<file path="src/rtl/mdio_pkg.sv">
`default_nettype none
// ============================================================================
// Module      : mdio_pkg
// Description : Shared Clause-22 MDIO frame constants and FSM state type.
// Revision    : 1.0
// ============================================================================
package mdio_pkg;

  localparam logic [1:0] OP_WRITE   = 2'b01;
  localparam logic [1:0] OP_READ    = 2'b10;
  localparam logic [1:0] ST_PATTERN = 2'b01;

  localparam logic [5:0] HDR_END   = 6'd14;
  localparam logic [5:0] TA_END    = 6'd16;
  localparam logic [5:0] FRAME_LEN = 6'd32;

  typedef enum logic [2:0] {
    IDLE = 3'd0,
    ST   = 3'd1,
    HDR  = 3'd2,
    SKIP = 3'd3,
    WTA  = 3'd4,
    WDAT = 3'd5,
    RTA  = 3'd6,
    RDAT = 3'd7
  } mdio_state_t;

endpackage
`default_nettype wire

</file>
<file path="src/rtl/mdio_sync_edge.sv">
`default_nettype none
// ============================================================================
// Module      : mdio_sync_edge
// Description : 2-flop synchronizer for MDC and a data line, plus MDC edge pulses.
// Revision    : 1.0
// ============================================================================
module mdio_sync_edge (
  input  logic clk,
  input  logic reset,
  input  logic i_mdc,
  input  logic i_dat,
  output logic o_dat,
  output logic o_rise,
  output logic o_fall
);

  // Both lines share one chain so data and clock see identical delay.
  logic [1:0] r_meta;
  logic [1:0] r_sync;
  logic       r_prev;

  always_ff @(posedge clk) begin
    if (reset) begin
      r_meta <= '0;
      r_sync <= '0;
      r_prev <= 1'b0;
    end else begin
      r_meta <= {i_dat, i_mdc};
      r_sync <= r_meta;
      r_prev <= r_sync[0];
    end
  end

  assign o_dat  = r_sync[1];
  assign o_rise = r_sync[0] & ~r_prev;
  assign o_fall = ~r_sync[0] & r_prev;

endmodule
`default_nettype wire

</file>
<file path="src/rtl/mdio_peripheral_if.sv">
`default_nettype none
// ============================================================================
// Module      : mdio_peripheral_if
// Description : PHY-side Clause-22 MDIO frame decoder driving a register file.
// Revision    : 1.0
// ============================================================================
module mdio_peripheral_if
  import mdio_pkg::*;
#(
  parameter logic [4:0] PHY_ADDR = 5'd0
) (
  input  logic        clk,
  input  logic        reset,
  input  logic        MDC,
  input  logic        MDIO_OUT,
  output logic        MDIO_IN,
  output logic        PHY_OE,
  output logic [4:0]  ADDR,
  output logic [15:0] WR_DATA,
  output logic        WR_STB,
  input  logic [15:0] RD_DATA
);

  logic w_mdio, w_rise, w_fall;

  mdio_sync_edge u_sync (
    .clk    (clk),
    .reset  (reset),
    .i_mdc  (MDC),
    .i_dat  (MDIO_OUT),
    .o_dat  (w_mdio),
    .o_rise (w_rise),
    .o_fall (w_fall)
  );

  mdio_state_t r_state, w_state_nxt;
  logic [5:0]  r_bit, w_bit_nxt, w_bit_inc;
  logic [14:0] r_shift, w_shift_nxt;
  logic [15:0] r_tx, w_tx_nxt;
  logic [4:0]  r_regad, w_regad_nxt;
  logic [4:0]  r_addr, w_addr_nxt;
  logic [15:0] r_wdata, w_wdata_nxt;
  logic        r_stb, w_stb_nxt;
  logic        r_oe, w_oe_nxt;
  logic        r_mdo, w_mdo_nxt;
  logic [11:0] w_hdr;

  always_ff @(posedge clk) begin
    if (reset) begin
      r_state <= IDLE;
      r_bit   <= '0;
      r_shift <= '0;
      r_tx    <= '0;
      r_regad <= '0;
      r_addr  <= '0;
      r_wdata <= '0;
      r_stb   <= 1'b0;
      r_oe    <= 1'b0;
      r_mdo   <= 1'b0;
    end else begin
      r_state <= w_state_nxt;
      r_bit   <= w_bit_nxt;
      r_shift <= w_shift_nxt;
      r_tx    <= w_tx_nxt;
      r_regad <= w_regad_nxt;
      r_addr  <= w_addr_nxt;
      r_wdata <= w_wdata_nxt;
      r_stb   <= w_stb_nxt;
      r_oe    <= w_oe_nxt;
      r_mdo   <= w_mdo_nxt;
    end
  end

  // r_bit holds the number of the most recently sampled frame bit.
  always_comb begin
    w_state_nxt = r_state;
    w_bit_nxt   = r_bit;
    w_shift_nxt = r_shift;
    w_tx_nxt    = r_tx;
    w_regad_nxt = r_regad;
    w_addr_nxt  = r_addr;
    w_wdata_nxt = r_wdata;
    w_stb_nxt   = 1'b0;
    w_oe_nxt    = r_oe;
    w_mdo_nxt   = r_mdo;
    w_bit_inc   = r_bit + 6'd1;
    w_hdr       = {r_shift[10:0], w_mdio};

    if (w_rise) begin
      w_bit_nxt = w_bit_inc;
      case (r_state)
        IDLE: begin
          w_bit_nxt = (w_mdio == ST_PATTERN[1]) ? 6'd1 : 6'd0;
          if (w_mdio == ST_PATTERN[1]) w_state_nxt = ST;
        end
        ST: begin
          w_bit_nxt = (w_mdio == ST_PATTERN[0]) ? 6'd2 : 6'd1;
          if (w_mdio == ST_PATTERN[0]) w_state_nxt = HDR;
        end
        HDR: begin
          w_shift_nxt = {r_shift[13:0], w_mdio};
          if (w_bit_inc == HDR_END) begin
            w_regad_nxt = w_hdr[4:0];
            if (w_hdr[9:5] != PHY_ADDR) begin
              w_state_nxt = SKIP;
            end else if (w_hdr[11:10] == OP_WRITE) begin
              w_state_nxt = WTA;
            end else if (w_hdr[11:10] == OP_READ) begin
              w_addr_nxt  = w_hdr[4:0];
              w_state_nxt = RTA;
            end else begin
              w_state_nxt = SKIP;
            end
          end
        end
        SKIP: begin
          if (w_bit_inc == FRAME_LEN) begin
            w_state_nxt = IDLE;
            w_bit_nxt   = '0;
          end
        end
        WTA: begin
          if (w_bit_inc == TA_END) w_state_nxt = WDAT;
        end
        WDAT: begin
          w_shift_nxt = {r_shift[13:0], w_mdio};
          if (w_bit_inc == FRAME_LEN) begin
            w_wdata_nxt = {r_shift, w_mdio};
            w_addr_nxt  = r_regad;
            w_stb_nxt   = 1'b1;
            w_state_nxt = IDLE;
            w_bit_nxt   = '0;
          end
        end
        RTA, RDAT: ;
        default: w_state_nxt = IDLE;
      endcase
    end else if (w_fall) begin
      case (r_state)
        RTA: begin
          if (r_bit == HDR_END) begin
            w_tx_nxt = RD_DATA;
          end else if (r_bit == HDR_END + 6'd1) begin
            w_oe_nxt    = 1'b1;
            w_mdo_nxt   = 1'b0;
            w_state_nxt = RDAT;
          end
        end
        RDAT: begin
          if (r_bit == FRAME_LEN) begin
            w_oe_nxt    = 1'b0;
            w_mdo_nxt   = 1'b0;
            w_state_nxt = IDLE;
            w_bit_nxt   = '0;
          end else begin
            w_mdo_nxt = r_tx[15];
            w_tx_nxt  = {r_tx[14:0], 1'b0};
          end
        end
        default: ;
      endcase
    end
  end

  assign MDIO_IN = r_mdo;
  assign PHY_OE  = r_oe;
  assign ADDR    = r_addr;
  assign WR_DATA = r_wdata;
  assign WR_STB  = r_stb;

endmodule
`default_nettype wire

</file>
<file path="config.mk">
export PLATFORM = sky130hd
export DESIGN_NAME = mdio_peripheral_if
export DESIGN_NICKNAME = d
export VERILOG_FILES = /design/src/rtl/mdio_pkg.sv /design/src/rtl/mdio_sync_edge.sv /design/src/rtl/mdio_peripheral_if.sv
export SDC_FILE = /design/constraint.sdc
export NUM_CORES = 1
export LEC_CHECK = 0
export ABC_CLOCK_PERIOD_IN_PS = 6200
export CAP_MARGIN = 20
export CORE_MARGIN = 2
export CORE_UTILIZATION = 25
export CTS_BUF_LIST = sky130_fd_sc_hd__clkbuf_8
export CTS_CLUSTER_DIAMETER = 30
export CTS_CLUSTER_SIZE = 14
export DETAILED_ROUTE_END_ITERATION = 12
export DONT_BUFFER_PORTS = 1
export GPL_TIMING_DRIVEN = 0
export PLACE_DENSITY = 0.46
export SETUP_SLACK_MARGIN = 0.1
export SLEW_MARGIN = 15
export SYNTH_ARGS = -nofsm -noshare
export SYNTH_HDL_FRONTEND = slang
export SYNTH_SLANG_ARGS = --single-unit
export TNS_END_PERCENT = 50
</file>
<file path="constraint.sdc">
create_clock -name clk -period 6.2 [get_ports clk]
set_input_delay 1.55 -clock clk [delete_from_list [all_inputs] [get_ports clk]]
set_output_delay 1.55 -clock clk [all_outputs]
set_load 0.02 [all_outputs]
</file>
==> results.sh <==
export IMPL_cpPeakStageDelay_ns=0.88
export IMPL_ys_types=46
export IMPL_coreArea_mm2=0.0134
export IMPL_path_cells="ha_1 > clkbuf_1 > xor2_1 > nand3_1 > nor3_1 > mux2i_1 > nor2_1"
export IMPL_min_path_cells=1
export IMPL_ys_seq_area_share_pct=42.8
export IMPL_place_gp_congestion=0.812
export IMPL_path_buf_inv=1
export IMPL_fmax_mhz=369
export IMPL_nets=438
export IMPL_cts_sinks=74
export IMPL_insertion_delay_ns=0.36
export IMPL_maxSlewHeadroom_pct=28.2
export IMPL_p_leak_uw=0.00147
export IMPL_maxSlewViolCount=0
export IMPL_clk_pin_slew_ns=0.08
export IMPL_clock_root_buffer="clkbuf_8"
export IMPL_grt_pass1_vias=2597
export IMPL_dr_pass1_iters=4
export IMPL_synth_nets=427
export IMPL_path_class="flip-flop to flip-flop"
export IMPL_viasPerCell=4.69
export IMPL_die_y_um=122
export IMPL_status="completed"
export IMPL_yosysTopAreaCellShare_pct=42.8
export IMPL_r2r_start="r_bit[1]"
export IMPL_place_ws_ns=3.51
export IMPL_drive_gt1_share_pct=7.95
export IMPL_dpl_hpwl_um=6050
export IMPL_wire_per_inst_um=14.2
export IMPL_path_max_fanout=8
export IMPL_cp_top_family="simple AND/OR/NAND/NOR gates"
export IMPL_crit_arrival_ns=2.94
export IMPL_drc=0
export IMPL_cts_resized=0
export IMPL_period_minus_slack_ns=2.71
export IMPL_die_w_um=122
export IMPL_io_buffers=0
export IMPL_multi_input_area_mm2=0.00180
export IMPL_cts_max_level=3
export IMPL_syn_instance_count=399
export IMPL_rsz0062_at_grt="no"
export IMPL_grt_start_max_net_pins=14
export IMPL_grt_ovfl_total=0
export IMPL_skew_ns=0.0105
export IMPL_grt_first_pass_wirelength_um=13500
export IMPL_finalCritPeriodShare_pct=43.7
export IMPL_start_kind="flip-flop"
export IMPL_yosysWarnings=0
export IMPL_worstMarginPinSlew_ns=1.07
export IMPL_synth_area_leaders="dfxtp_1, mux2i_1, a211oi_1"
export IMPL_timing_final_ws_setup_ns=3.49
export IMPL_dieArea_mm2=0.0148
export IMPL_holdBufCountCts=0
export IMPL_ys_ff_latch=74
export IMPL_cp_num_cells=7
export IMPL_regToRegEndpoint="r_regad[2]"
export IMPL_setup_tns_ns=0
export IMPL_pin_count=44
export IMPL_max_cap_violations=0
export IMPL_reg2reg_depth=7
export IMPL_drtAntennaViolNets=0
export IMPL_hold_slack_ns=0.449
export IMPL_synth_avg_cell_area_um2=8.67
export IMPL_critPathSlowestCell="nor3_1"
export IMPL_nFillCells=1441
export IMPL_vias=2772
export IMPL_cts_path_max_buffers=2
export IMPL_vdd_ir_drop_max_uv=116
export IMPL_cp_required_ns=6.43
export IMPL_seqCellArea_mm2=0.00148
export IMPL_post_cts_buffers=0
export IMPL_antenna_cells=0
export IMPL_worst_setup_path_end_kind="flip-flop"
export IMPL_num_rows=42
export IMPL_first_iter_violations=121
export IMPL_setup_viol=0
export IMPL_synth_top_cell_by_area="dfxtp_1"
export IMPL_grt_use_total_pct=11.8
export IMPL_cts_tree="yes"
export IMPL_timing_critical_path_from="r_bit[1]"
export IMPL_min_path_type="flip-flop to flip-flop"
export IMPL_cp_endpoint="r_regad[2]"
export IMPL_area_delta_synth_final_pct=11.9
export IMPL_rrSetupSlack_ns=3.49
export IMPL_cts_made_buffers=9
export IMPL_antenna_found_initial=0
export IMPL_synth_area_mm2=0.00346
export IMPL_powerDensity_mw_per_mm2=231
export IMPL_totalWireLength_um=8360
export IMPL_hold_violations=0
export IMPL_start_util_pct=25.8
==> metrics by stage <==
step | area [um2] | util [%] | cells | power [uW]
floorplan | 3460 | - | 399 | 519
global placement | 3680 | 27.5 | 575 | 531
detailed placement | 3680 | 27.5 | 575 | 531
CTS | 3870 | 28.9 | 591 | 906
global route | 3870 | 28.9 | 591 | 937
finish | 3870 | 28.9 | 591 | 893
==> cell type report <==
cell class,instances,share of cell area (%)
inverters,17,1.65
clock buffers,9,3.20
multi-input cells,280,46.4
plain buffers,28,3.00
clock inverters,7,1.78
well taps,176,5.68
flip-flops and latches,74,38.2
==> synthesized netlist by cell type (all sizes together) <==
library cell / instances
dfxtp: 74
nor2: 48
nand2: 46
mux2i: 38
a211oi: 26
a21oi: 26
clkbuf: 23
inv: 17
nand3: 10
o21ai: 10
ha: 8
nor2b: 8
mux2: 7
buf: 5
nand2b: 5
nor3: 5
or4: 5
xor2: 4
and3: 3
nand4: 3
nor3b: 3
a21o: 2
a31oi: 2
nor4: 2
o21a: 2
o311ai: 2
o31ai: 2
a2111o: 1
a41oi: 1
and4bb: 1
nand3b: 1
o2111ai: 1
o211ai: 1
o21ba: 1
o311a: 1
o31a: 1
o41ai: 1
or2: 1
or3b: 1
or4b: 1
==> placed cells by master (no fill, tap or decap), types with 6 or more instances in the layout <==
cell type,instances
nand2_1,46
clkbuf_1,23
dfxtp_1,74
inv_1,18
ha_1,8
a21oi_1,26
clkbuf_8,9
nor2b_1,8
a211oi_1,26
mux2_2,6
o21ai_0,8
nor2_1,48
mux2i_1,38
nand3_1,10
==> layer usage <==
metal	vias to the layer above	part of all wire [%]	routed length (um)	GRT usage, %
li1	1412	-	-	-
met1	1317	48	4040	15.6
met2	35	46	3880	18.3
met3	8	3.8	316	3.46
met4	0	1.5	125	4.31
met5	-	0	0	0
==> cells by family (layout without fill, tap and decap cells) <==
| group | after synthesis | count (layout) | share of synthesized area [%] |
|---|---|---|---|
| multiplexers | 45 | 45 | 13.4 |
| XOR/XNOR | 4 | 4 | 1.01 |
| buffers and inverters | 45 | 61 | 5.21 |
| AND/OR/NAND/NOR | 143 | 143 | 19.6 |
| AO/OA/AOI/OAI | 80 | 80 | 15.1 |
| adder cells (fa/ha/maj) | 8 | 8 | 2.89 |
| flip-flops | 74 | 74 | 42.8 |
==> worst register-to-register path: cells and delay by family, from the launching register on <==
kind                       cells  cell delay, ns
DFF                            1            0.50
xor gates and xnor gates       1            0.18
muxes                          1            0.29
and+or+nand+nor                3            1.09
adders and majority gates      1            0.20
buffers and inverters          1            0.33
==> power breakdown <==
group / switching, uW / leakage, uW / internal [uW]
clock network: 188 / 0.000101 / 185
registers: 1.98 / 0.000597 / 477
logic: 27.9 / 0.000777 / 12.2
==> worst min path at each step <==
stage	start	endpoint	slack, ns
detailed placement	u_sync.r_meta[1]	u_sync.r_sync[1]	0.44
global placement	u_sync.r_meta[1]	u_sync.r_sync[1]	0.43
floorplan	u_sync.r_meta[0]	u_sync.r_sync[0]	0.41
finish	u_sync.r_meta[1]	u_sync.r_sync[1]	0.45
global route	u_sync.r_meta[1]	u_sync.r_sync[1]	0.47
CTS	u_sync.r_meta[1]	u_sync.r_sync[1]	0.46
==> registers in the layout, indices dropped and copies added (netlist names) <==
name	flops
r_tx	16
PHY_OE	1
WR_STB	1
r_state	3
u_sync.r_meta	2
r_regad	5
r_bit	6
MDIO_IN	1
ADDR	5
u_sync.r_prev	1
r_shift	15
WR_DATA	16
u_sync.r_sync	2
No activity file was read; power rests on OpenSTA's default activity.
